<file path="src/rtl/key_debounce_if.sv">
`timescale 1ns/1ps
// Key pins in, debounced level and event pulses out.
interface key_debounce_if #(
  parameter int unsigned KEY_NUM = 2
);

  logic [KEY_NUM-1:0] key;          // raw pins, 0 = pressed
  logic [KEY_NUM-1:0] key_state;    // debounced level, 1 = pressed
  logic [KEY_NUM-1:0] key_press;    // one-cycle accepted press
  logic [KEY_NUM-1:0] key_release;  // one-cycle accepted release
  logic [KEY_NUM-1:0] key_long;     // one-cycle long-press event

  // Board side: drives the pins, consumes the events
  modport master (
    output key,
    input  key_state,
    input  key_press,
    input  key_release,
    input  key_long
  );

  // Debouncer side
  modport slave (
    input  key,
    output key_state,
    output key_press,
    output key_release,
    output key_long
  );

endinterface

</file>
<file path="src/rtl/key_debounce.sv">
`timescale 1ns/1ps
// Multi-channel key reader: per-key 2-flop synchroniser and debounce FSM
// producing a stable level plus press / release / long-press pulses.
module key_debounce #(
  parameter int unsigned KEY_NUM       = 2,
  parameter int unsigned CLK_FREQ      = 27_000_000,
  parameter int unsigned DEBOUNCE_MS   = 20,
  parameter int unsigned LONG_PRESS_MS = 1000
) (
  input  logic         clk,
  input  logic         rst,
  key_debounce_if.slave kif
);

  localparam int unsigned DB_CNT   = (CLK_FREQ / 1000) * DEBOUNCE_MS;
  localparam int unsigned LONG_CNT = (CLK_FREQ / 1000) * LONG_PRESS_MS;
  localparam int unsigned DB_W     = $clog2(DB_CNT);
  localparam int unsigned LONG_W   = $clog2(LONG_CNT);

  typedef enum logic [2:0] {
    IDLE       = 3'd0,
    PRESS_FILT = 3'd1,
    PRESSED    = 3'd2,
    HELD       = 3'd3,
    REL_FILT   = 3'd4
  } state_e;

  for (genvar g = 0; g < int'(KEY_NUM); g++) begin : g_ch

    logic              sync1_q;
    logic              sync2_q;
    state_e            fsm_q;
    state_e            fsm_d;
    logic [DB_W-1:0]   db_cnt_q;
    logic [DB_W-1:0]   db_cnt_d;
    logic [LONG_W-1:0] long_cnt_q;
    logic [LONG_W-1:0] long_cnt_d;
    logic              long_done_q;
    logic              long_done_d;
    logic              key_state_q;
    logic              key_state_d;
    logic              key_press_q;
    logic              key_press_d;
    logic              key_release_q;
    logic              key_release_d;
    logic              key_long_q;
    logic              key_long_d;
    logic              key_low;
    logic              db_done;
    logic              long_hit;

    // Two-flop synchroniser; idles released (high) out of reset
    always_ff @(posedge clk or posedge rst) begin
      if (rst) begin
        sync1_q <= 1'b1;
        sync2_q <= 1'b1;
      end else begin
        sync1_q <= kif.key[g];
        sync2_q <= sync1_q;
      end
    end

    assign key_low  = ~sync2_q;
    assign db_done  = (db_cnt_q == DB_W'(DB_CNT - 1));
    assign long_hit = (long_cnt_q == LONG_W'(LONG_CNT - 1));

    // FSM state, counters and long-press flag
    always_ff @(posedge clk or posedge rst) begin
      if (rst) begin
        fsm_q       <= IDLE;
        db_cnt_q    <= '0;
        long_cnt_q  <= '0;
        long_done_q <= 1'b0;
      end else begin
        fsm_q       <= fsm_d;
        db_cnt_q    <= db_cnt_d;
        long_cnt_q  <= long_cnt_d;
        long_done_q <= long_done_d;
      end
    end

    // Next-state decision from the synchronised level and counter terminals
    always_comb begin
      fsm_d = fsm_q;
      unique case (fsm_q)
        IDLE: begin
          if (key_low) fsm_d = PRESS_FILT;
        end
        PRESS_FILT: begin
          if (!key_low)     fsm_d = IDLE;
          else if (db_done) fsm_d = PRESSED;
        end
        PRESSED: begin
          if (!key_low)      fsm_d = REL_FILT;
          else if (long_hit) fsm_d = HELD;
        end
        HELD: begin
          if (!key_low) fsm_d = REL_FILT;
        end
        REL_FILT: begin
          // A low during release filtering is bounce: resume where we were
          if (key_low)      fsm_d = long_done_q ? HELD : PRESSED;
          else if (db_done) fsm_d = IDLE;
        end
        default: fsm_d = IDLE;
      endcase
    end

    // Counter updates and event pulses; long_cnt is frozen outside PRESSED
    always_comb begin
      db_cnt_d      = db_cnt_q;
      long_cnt_d    = long_cnt_q;
      long_done_d   = long_done_q;
      key_press_d   = 1'b0;
      key_release_d = 1'b0;
      key_long_d    = 1'b0;
      unique case (fsm_q)
        IDLE: begin
          db_cnt_d = '0;
        end
        PRESS_FILT: begin
          if (!key_low) begin
            db_cnt_d = '0;
          end else if (db_done) begin
            db_cnt_d    = '0;
            long_cnt_d  = '0;
            key_press_d = 1'b1;
          end else begin
            db_cnt_d = db_cnt_q + DB_W'(1);
          end
        end
        PRESSED: begin
          if (!key_low) begin
            db_cnt_d = '0;
          end else if (long_hit) begin
            long_done_d = 1'b1;
            key_long_d  = 1'b1;
          end else begin
            long_cnt_d = long_cnt_q + LONG_W'(1);
          end
        end
        HELD: begin
          long_done_d = 1'b1;
          if (!key_low) db_cnt_d = '0;
        end
        REL_FILT: begin
          if (key_low) begin
            db_cnt_d = '0;
          end else if (db_done) begin
            db_cnt_d      = '0;
            long_done_d   = 1'b0;
            key_release_d = 1'b1;
          end else begin
            db_cnt_d = db_cnt_q + DB_W'(1);
          end
        end
        default: begin
          db_cnt_d    = '0;
          long_cnt_d  = '0;
          long_done_d = 1'b0;
        end
      endcase
      key_state_d = (fsm_d inside {PRESSED, HELD, REL_FILT});
    end

    // Registered outputs so nothing combinational reaches the pins
    always_ff @(posedge clk or posedge rst) begin
      if (rst) begin
        key_state_q   <= 1'b0;
        key_press_q   <= 1'b0;
        key_release_q <= 1'b0;
        key_long_q    <= 1'b0;
      end else begin
        key_state_q   <= key_state_d;
        key_press_q   <= key_press_d;
        key_release_q <= key_release_d;
        key_long_q    <= key_long_d;
      end
    end

    assign kif.key_state[g]   = key_state_q;
    assign kif.key_press[g]   = key_press_q;
    assign kif.key_release[g] = key_release_q;
    assign kif.key_long[g]    = key_long_q;

  end : g_ch

endmodule
</file>
<file path="src/flat_wrapper.sv">
// flat-port wrapper written by rule: the top's interface ports become plain ports
module key_debounce_flat 
#(
  parameter int unsigned KEY_NUM       = 2,
  parameter int unsigned CLK_FREQ      = 27_000_000,
  parameter int unsigned DEBOUNCE_MS   = 20,
  parameter int unsigned LONG_PRESS_MS = 1000
)
  (clk, rst, kif_key, kif_key_state, kif_key_press, kif_key_release, kif_key_long);
  key_debounce_if #(.KEY_NUM(KEY_NUM)) kif_i ();
  input  logic clk;
  input  logic rst;
  input wire logic [$bits(kif_i.key)-1:0] kif_key;
  output wire logic [$bits(kif_i.key_state)-1:0] kif_key_state;
  output wire logic [$bits(kif_i.key_press)-1:0] kif_key_press;
  output wire logic [$bits(kif_i.key_release)-1:0] kif_key_release;
  output wire logic [$bits(kif_i.key_long)-1:0] kif_key_long;
  assign kif_i.key = kif_key;
  assign kif_key_state = kif_i.key_state;
  assign kif_key_press = kif_i.key_press;
  assign kif_key_release = kif_i.key_release;
  assign kif_key_long = kif_i.key_long;
  key_debounce #(.KEY_NUM(KEY_NUM), .CLK_FREQ(CLK_FREQ), .DEBOUNCE_MS(DEBOUNCE_MS), .LONG_PRESS_MS(LONG_PRESS_MS)) u_core (.clk(clk), .rst(rst), .kif(kif_i));
endmodule
</file>
<file path="config.mk">
export PLATFORM = sky130hd
export DESIGN_NAME = key_debounce_flat
export DESIGN_NICKNAME = d
export VERILOG_FILES = /design/src/rtl/key_debounce_if.sv /design/src/rtl/key_debounce.sv /design/src/flat_wrapper.sv
export SDC_FILE = /design/constraint.sdc
export NUM_CORES = 1
export LEC_CHECK = 0
export CORE_UTILIZATION = 30
export CTS_CLUSTER_DIAMETER = 200
export DETAILED_ROUTE_END_ITERATION = 10
export MAX_ROUTING_LAYER = met4
export SYNTH_ARGS = -nofsm -noshare
export SYNTH_HDL_FRONTEND = slang
export SYNTH_SLANG_ARGS = --single-unit
</file>
<file path="constraint.sdc">
create_clock -name clk -period 5.4 [get_ports clk]
set_clock_uncertainty 0.2 [all_clocks]
set_input_delay 1.08 -clock clk [delete_from_list [all_inputs] [get_ports clk]]
set_output_delay 1.08 -clock clk [all_outputs]
set_load 0.01 [all_outputs]
</file>
==> impl_metrics.py, run 1 <==
metrics = {
    "run_status": {
        "status": "complete, no violations",
    },
    "worst_hold_path": {
        "hold_end": "u_core.g_ch[1].sync2_q$_DFF_PP1_",
        "min_from": "u_core.g_ch[1].sync1_q$_DFF_PP1_",
        "whs_path_depth": 0,
        "min_path_type": "reg -> reg",
    },
    "finish": {
        "nNetsFinal": 654,
        "largest_reg_flops": 50,
        "final_common_cell": "dfrtp_1",
        "regMostFlops": "u_core.g_ch.long_cnt_q",
        "multi_input_area_mm2": 0.00307,
        "n_fill_cell": 2008,
        "final_core_utilization": 0.340,
        "layout-drive-gt1-share": 0.0860,
        "final_cells": 916,
        "syn2layout_area_growth_pct": 10.1,
        "diodes": 0,
        "final_cell_mix": "dfrtp_1 (106), nor2_1 (90), nand2_1 (63), xnor2_1 (36), nand3_1 (32)",
        "final-seq-area_mm2": 0.00276,
        "postLayoutCellArea_mm2": 0.00666,
        "top_regs": "u_core.g_ch.long_cnt_q (50), u_core.g_ch.db_cnt_q (40), u_core.g_ch.fsm_q (6)",
    },
    "sta": {
        "tns_ps": 0,
        "fmax_mhz": 323,
        "rsz0062_at_grt": "no",
        "maxSlewViolCount": 0,
        "fin_crit_sh": 0.573,
        "fin_crit_ps": 3100,
        "hold_viol": 0,
        "tightest_slew_ps": 1110,
        "finalSetupViolCount": 0,
        "slew_headroom": 0.262,
    },
    "die": {
        "io_pins": 12,
        "core_area_mm2": 0.0196,
        "initial_core_util": 0.309,
        "row_count": 51,
        "die_w_um": 144,
        "die_h_um": 144,
        "fp.dieArea_mm2": 0.0207,
    },
    "grt": {
        "antenna_found_initial": 0,
        "grt.total_usage": 0.140,
        "grt_max_degree": 55,
        "grt_first_pass_wirelength_um": 22100,
        "grt_pass1_vias": 4432,
        "overflow": 0,
    },
    "cts": {
        "clkSinkCount": 110,
        "cts-resized-gates": 0,
        "insertion_delay_ps": 360,
        "cts_hold_buf": 0,
        "post_cts_buffers": 0,
        "cts-htree-levels": 3,
        "clk_pin_slew_ps": 80,
        "cts_buffer_depth": 2,
        "cts_buffers": 9,
        "cts_tree": "yes",
        "ctsRootBufferMaster": "clkbuf_16",
    },
    "yosys": {
        "synthArstFlopShare": 1.00,
        "yosysSeqAreaShare": 0.456,
        "syn_nets": 663,
        "synth-edff-count": 0,
        "syn_area_mm2": 0.00605,
        "synth_cell_types": 66,
        "synth_warnings": 0,
        "synth_seq_cells": 110,
        "synthCells": 655,
        "synth_ff_type": "dfrtp_1",
        "avgSynthCellArea_um2": 9.24,
    },
    "critical_path": {
        "r2r_setup_slack_ps": 2300,
        "cpLargestDelayFamily": "simple AND/OR/NAND/NOR gates",
        "rr_endpoint": "u_core.g_ch[1].long_cnt_q[11]$_DFFE_PP0P_",
        "critPathArrivalTime_ps": 3150,
        "critical_path.max_stage_delay_ps": 890,
        "regToRegStartpoint": "u_core.g_ch[1].long_cnt_q[6]$_DFFE_PP0P_",
        "crit_buf_inv": 0,
        "worstPathRequired_ps": 5450,
        "reg2regPathDepth": 6,
        "crit_slowest_cell": "nor3b_2",
        "critPathKind": "reg -> reg",
        "critPathMaxFanout": 17,
        "path_cells": "or4b_1 > nor4_2 > a31oi_1 > nor3b_2 > o21ai_1 > a22o_1",
        "start_kind": "flop",
        "cp-end-kind": "flop",
    },
    "pwr": {
        "p_leak_uw": 0.00254,
        "vdd_drop_max_mv": 0.142,
        "total_power_uw": 1620,
        "p_per_area_mw_per_mm2": 244,
    },
    "detailed_routing": {
        "firstDrtPassIters": 5,
        "drc": 0,
        "drt_iter0_drc": 336,
        "routed_wl_um": 12900,
        "wl_per_cell_um": 14.1,
        "vias": 4674,
        "viasPerCell": 5.10,
        "drtAntennaViolNets": 0,
    },
    "placement": {
        "port_buffers": 11,
        "place_congestion": 0.813,
        "numPlacedInstances": 900,
        "placed_area_mm2": 0.00635,
        "dpl.hpwl_um": 8700,
    },
    "run": {
        "maxCapViolCount": 0,
    },
}
[power by group]
| group | leakage, µW | internal, µW | total, µW | switching, µW |
|---|---|---|---|---|
| registers | 0.00152 | 830 | 846 | 15.3 |
| logic | 0.000876 | 17.9 | 58.1 | 40.2 |
| clock network | 0.000148 | 410 | 719 | 309 |
| total | 0.00254 | 1260 | 1620 | 365 |
[worst reg2reg max path: cells and delay by family (launching register included)]
kind             cells  cell delay [ps]
flip-flops           1              440
AO/OA/AOI/OAI        3              630
AND/OR/NAND/NOR      3             1720
[through the flow]
stage	hold WS (ps)	setup slack (ps)
2_1_floorplan	145	1220
3_3_place_gp	162	2380
3_5_place_dp	161	2300
4_1_cts	168	2280
5_1_grt	171	2010
6_report	162	2300
[Yosys cell counts, types with 3 or more instances]
| cell | n | area (µm²) |
|---|---|---|
| dfrtp_1 | 106 | 2650 |
| nor2_1 | 90 | 338 |
| nand2_1 | 63 | 236 |
| xnor2_1 | 36 | 315 |
| nand3_1 | 32 | 160 |
| o21ai_0 | 27 | 135 |
| clkbuf_1 | 24 | 90.1 |
| a21oi_1 | 22 | 110 |
| nand4_1 | 18 | 113 |
| nor3_1 | 17 | 85.1 |
| xor2_1 | 17 | 149 |
| inv_1 | 13 | 48.8 |
| and3_1 | 12 | 75.1 |
| nor4_1 | 12 | 75.1 |
| o31ai_1 | 11 | 82.6 |
| and2_1 | 10 | 62.6 |
| buf_4 | 9 | 67.6 |
| o311ai_0 | 8 | 70.1 |
| or2_2 | 7 | 43.8 |
| a2111oi_2 | 6 | 90.1 |
| and4_1 | 6 | 52.6 |
| nand2b_1 | 6 | 37.5 |
| nor2_2 | 6 | 37.5 |
| nor3b_1 | 6 | 45.0 |
| nand3b_1 | 5 | 37.5 |
| o211ai_1 | 5 | 37.5 |
| o21a_1 | 5 | 37.5 |
| o41ai_1 | 5 | 43.8 |
| a21o_1 | 4 | 30.0 |
| dfstp_2 | 4 | 105 |
| ha_1 | 4 | 50.1 |
| nor2b_1 | 4 | 25.0 |
| o21ai_1 | 4 | 20.0 |
| or3b_2 | 4 | 35.0 |
| a22o_1 | 3 | 26.3 |
| a31oi_1 | 3 | 18.8 |
| or3_1 | 3 | 18.8 |
[routing by layer]
layer	GRT usage	routed length, µm	part of all wire
met1	0.181	6370	0.49
met2	0.214	6000	0.47
met3	0.0291	313	0.024
met4	0.0577	201	0.016
met5	-	0	0
[kinds of logic (layout without fill, tap and decap cells)]
| kind of cell | count (synthesis) | count (layout) | share of synthesized area |
|---|---|---|---|
| buffers and inverters | 49 | 45 | 0.0376 |
| AO/OA/AOI/OAI | 117 | 117 | 0.136 |
| XOR/XNOR | 53 | 53 | 0.0767 |
| adder cells (fa/ha/maj) | 4 | 4 | 0.00827 |
| AND/OR/NAND/NOR | 320 | 320 | 0.282 |
| flip-flops | 110 | 110 | 0.456 |
| multiplexers | 2 | 2 | 0.00331 |
[area by class of cell]
cell class,instances,area share
clock buffers,13,0.0360
clock inverters,3,0.0103
inverters,13,0.00770
multi-input cells,496,0.460
flip-flops and latches,110,0.414
well taps,265,0.0498
repair buffers,16,0.0222
[how the worst max path moves through the flow]
stage                                        startpoint                                   endpoint  slack, ps  depth (start not counted)
5_1_grt        u_core.g_ch[1].long_cnt_q[0]$_DFFE_PP0P_  u_core.g_ch[1].long_cnt_q[11]$_DFFE_PP0P_       2010                          7
3_3_place_gp   u_core.g_ch[1].long_cnt_q[6]$_DFFE_PP0P_  u_core.g_ch[1].long_cnt_q[11]$_DFFE_PP0P_       2380                          6
6_report       u_core.g_ch[1].long_cnt_q[6]$_DFFE_PP0P_  u_core.g_ch[1].long_cnt_q[11]$_DFFE_PP0P_       2300                          6
2_1_floorplan                                       rst     u_core.g_ch[0].db_cnt_q[0]$_DFFE_PP0P_       1220                          1
3_5_place_dp   u_core.g_ch[1].long_cnt_q[6]$_DFFE_PP0P_  u_core.g_ch[1].long_cnt_q[24]$_DFFE_PP0P_       2300                          6
4_1_cts        u_core.g_ch[1].long_cnt_q[6]$_DFFE_PP0P_  u_core.g_ch[1].long_cnt_q[11]$_DFFE_PP0P_       2280                          6
No activity file was read; power rests on OpenSTA's default activity.
==> run 2, diff against run 1 <==
==> constraint.sdc (replaced) <==
create_clock -name clk -period 2.76 [get_ports clk]
set_clock_uncertainty 0.2 [all_clocks]
set_input_delay 0.552 -clock clk [delete_from_list [all_inputs] [get_ports clk]]
set_output_delay 0.552 -clock clk [all_outputs]
set_load 0.01 [all_outputs]
==> impl_metrics.py, run 2 (same netlist as run 1, synthesis figures left out) <==
metrics = {
    "placement": {
        "placed_area_mm2": 0.00653,
        "dpl.hpwl_um": 9000,
        "port_buffers": 11,
        "place_congestion": 0.819,
        "numPlacedInstances": 918,
    },
    "grt": {
        "grt_max_degree": 43,
        "overflow": 0,
        "antenna_found_initial": 0,
        "grt_first_pass_wirelength_um": 22600,
        "grt_pass1_vias": 4608,
        "grt.total_usage": 0.141,
    },
    "sta": {
        "tns_ps": 0,
        "holdWs_ps": 159,
        "fmax_mhz": 383,
        "fin_crit_ps": 2610,
        "maxSlewViolCount": 0,
        "finalSetupViolCount": 0,
        "rsz0062_at_grt": "no",
        "hold_viol": 0,
        "fin_crit_sh": 0.947,
        "slew_headroom": 0.635,
        "tightest_slew_ps": 545,
    },
    "finish": {
        "layout-drive-gt1-share": 0.117,
        "final_common_cell": "dfrtp_1",
        "multi_input_area_mm2": 0.00307,
        "postLayoutCellArea_mm2": 0.00685,
        "final_core_utilization": 0.350,
        "final_cell_mix": "dfrtp_1 (106), nor2_1 (90), nand2_1 (63), xnor2_1 (36), nand3_1 (32)",
        "top_regs": "u_core.g_ch.long_cnt_q (50), u_core.g_ch.db_cnt_q (40), u_core.g_ch.fsm_q (6)",
        "syn2layout_area_growth_pct": 13.2,
        "final-seq-area_mm2": 0.00276,
        "final_cells": 934,
        "regMostFlops": "u_core.g_ch.long_cnt_q",
        "n_fill_cell": 1998,
        "largest_reg_flops": 50,
        "diodes": 0,
        "nNetsFinal": 672,
    },
    "critical_path": {
        "critPathKind": "reg -> reg",
        "critPathArrivalTime_ps": 2670,
        "start_kind": "flop",
        "worstPathRequired_ps": 2820,
        "cp-end-kind": "flop",
        "reg2regPathDepth": 6,
        "critPathMaxFanout": 5,
    },
    "die": {
        "die_h_um": 144,
        "row_count": 51,
        "io_pins": 12,
        "core_area_mm2": 0.0196,
        "die_w_um": 144,
        "fp.dieArea_mm2": 0.0207,
        "initial_core_util": 0.309,
    },
    "detailed_routing": {
        "drtAntennaViolNets": 0,
        "drt_iter0_drc": 295,
        "viasPerCell": 5.03,
        "vias": 4694,
        "routed_wl_um": 12800,
        "drc": 0,
        "wl_per_cell_um": 13.7,
        "firstDrtPassIters": 5,
    },
    "worst_hold_path": {
        "min_path_type": "reg -> reg",
        "whs_path_depth": 0,
    },
    "cts": {
        "cts-resized-gates": 0,
        "cts-htree-levels": 3,
        "ctsRootBufferMaster": "clkbuf_16",
        "cts_buffer_depth": 2,
        "clk_pin_slew_ps": 70,
        "cts_buffers": 9,
        "cts_tree": "yes",
        "insertion_delay_ps": 350,
        "post_cts_buffers": 0,
        "cts_hold_buf": 0,
        "clkSinkCount": 110,
    },
    "pwr": {
        "vdd_drop_max_mv": 0.209,
        "p_leak_uw": 0.00265,
        "p_per_area_mw_per_mm2": 468,
    },
    "run_status": {
        "status": "complete, no violations",
    },
    "run": {
        "maxCapViolCount": 0,
    },
}
## run 2: layer usage
layer / routed length, µm / vias to the layer above / track usage
met5: 0 / - / -
met4: 178 / 0 / 0.0504
met3: 303 / 12 / 0.0202
met2: 6010 / 53 / 0.221
met1: 6330 / 2277 / 0.185
li1: - / 2352 / -
## run 2: final cells by class
| class | count | share of cell area |
|---|---|---|
| clock inverter | 6 | 0.0124 |
| sequential | 110 | 0.402 |
| clock buffer | 10 | 0.0349 |
| multi-input combinational | 496 | 0.448 |
| timing repair buffer | 34 | 0.0467 |
| tap | 265 | 0.0484 |
| inverter | 13 | 0.00767 |
## run 2: worst paths after layout
check	start	to	slack [ps]
max	u_core.g_ch[0].long_cnt_q[6]$_DFFE_PP0P_	u_core.g_ch[0].long_cnt_q[6]$_DFFE_PP0P_	150
min	u_core.g_ch[0].sync1_q$_DFF_PP1_	u_core.g_ch[0].sync2_q$_DFF_PP1_	160
max reg2reg	u_core.g_ch[0].long_cnt_q[6]$_DFFE_PP0P_	u_core.g_ch[0].long_cnt_q[6]$_DFFE_PP0P_	150
min reg2reg	u_core.g_ch[0].sync1_q$_DFF_PP1_	u_core.g_ch[0].sync2_q$_DFF_PP1_	160
max in group asynchronous	rst	u_core.g_ch[1].sync1_q$_DFF_PP1_	1420
min in group asynchronous	rst	u_core.g_ch[0].long_cnt_q[20]$_DFFE_PP0P_	350
## run 2: worst max-delay path, stage by stage, from the launching register on
cell and delay [ps]:
dfrtp_1 430, or4b_1 520, nor4_1 310, a41oi_1 290, a21oi_1 430, o311ai_0 220
o31ai_1 110
## run 2: stage by stage
step | setup WS (ps) | total power, µW
global route | 21.5 | 3330
CTS | 130 | 3260
floorplan | 307 | 1770
finish | 146 | 3210
detailed placement | 145 | 1820
global placement | 210 | 1820
## run 2: power breakdown
part	switching, µW	total (µW)	internal (µW)	leakage (µW)
registers	15.6	1640	1620	0.00152
logic	94.7	146	51.0	0.000973
clock network	603	1420	818	0.000154
==> run 3, diff against run 2 <==
--- a/config.mk
+++ b/config.mk
@@ -9,6 +9,7 @@
 export CTS_CLUSTER_DIAMETER = 200
 export DETAILED_ROUTE_END_ITERATION = 10
 export MAX_ROUTING_LAYER = met4
+export SLEW_MARGIN = 20
 export SYNTH_ARGS = -nofsm -noshare
 export SYNTH_HDL_FRONTEND = slang
 export SYNTH_SLANG_ARGS = --single-unit
==> results of run 3 <==
The final DEF is identical to that of run 2; final timing and power are the same.
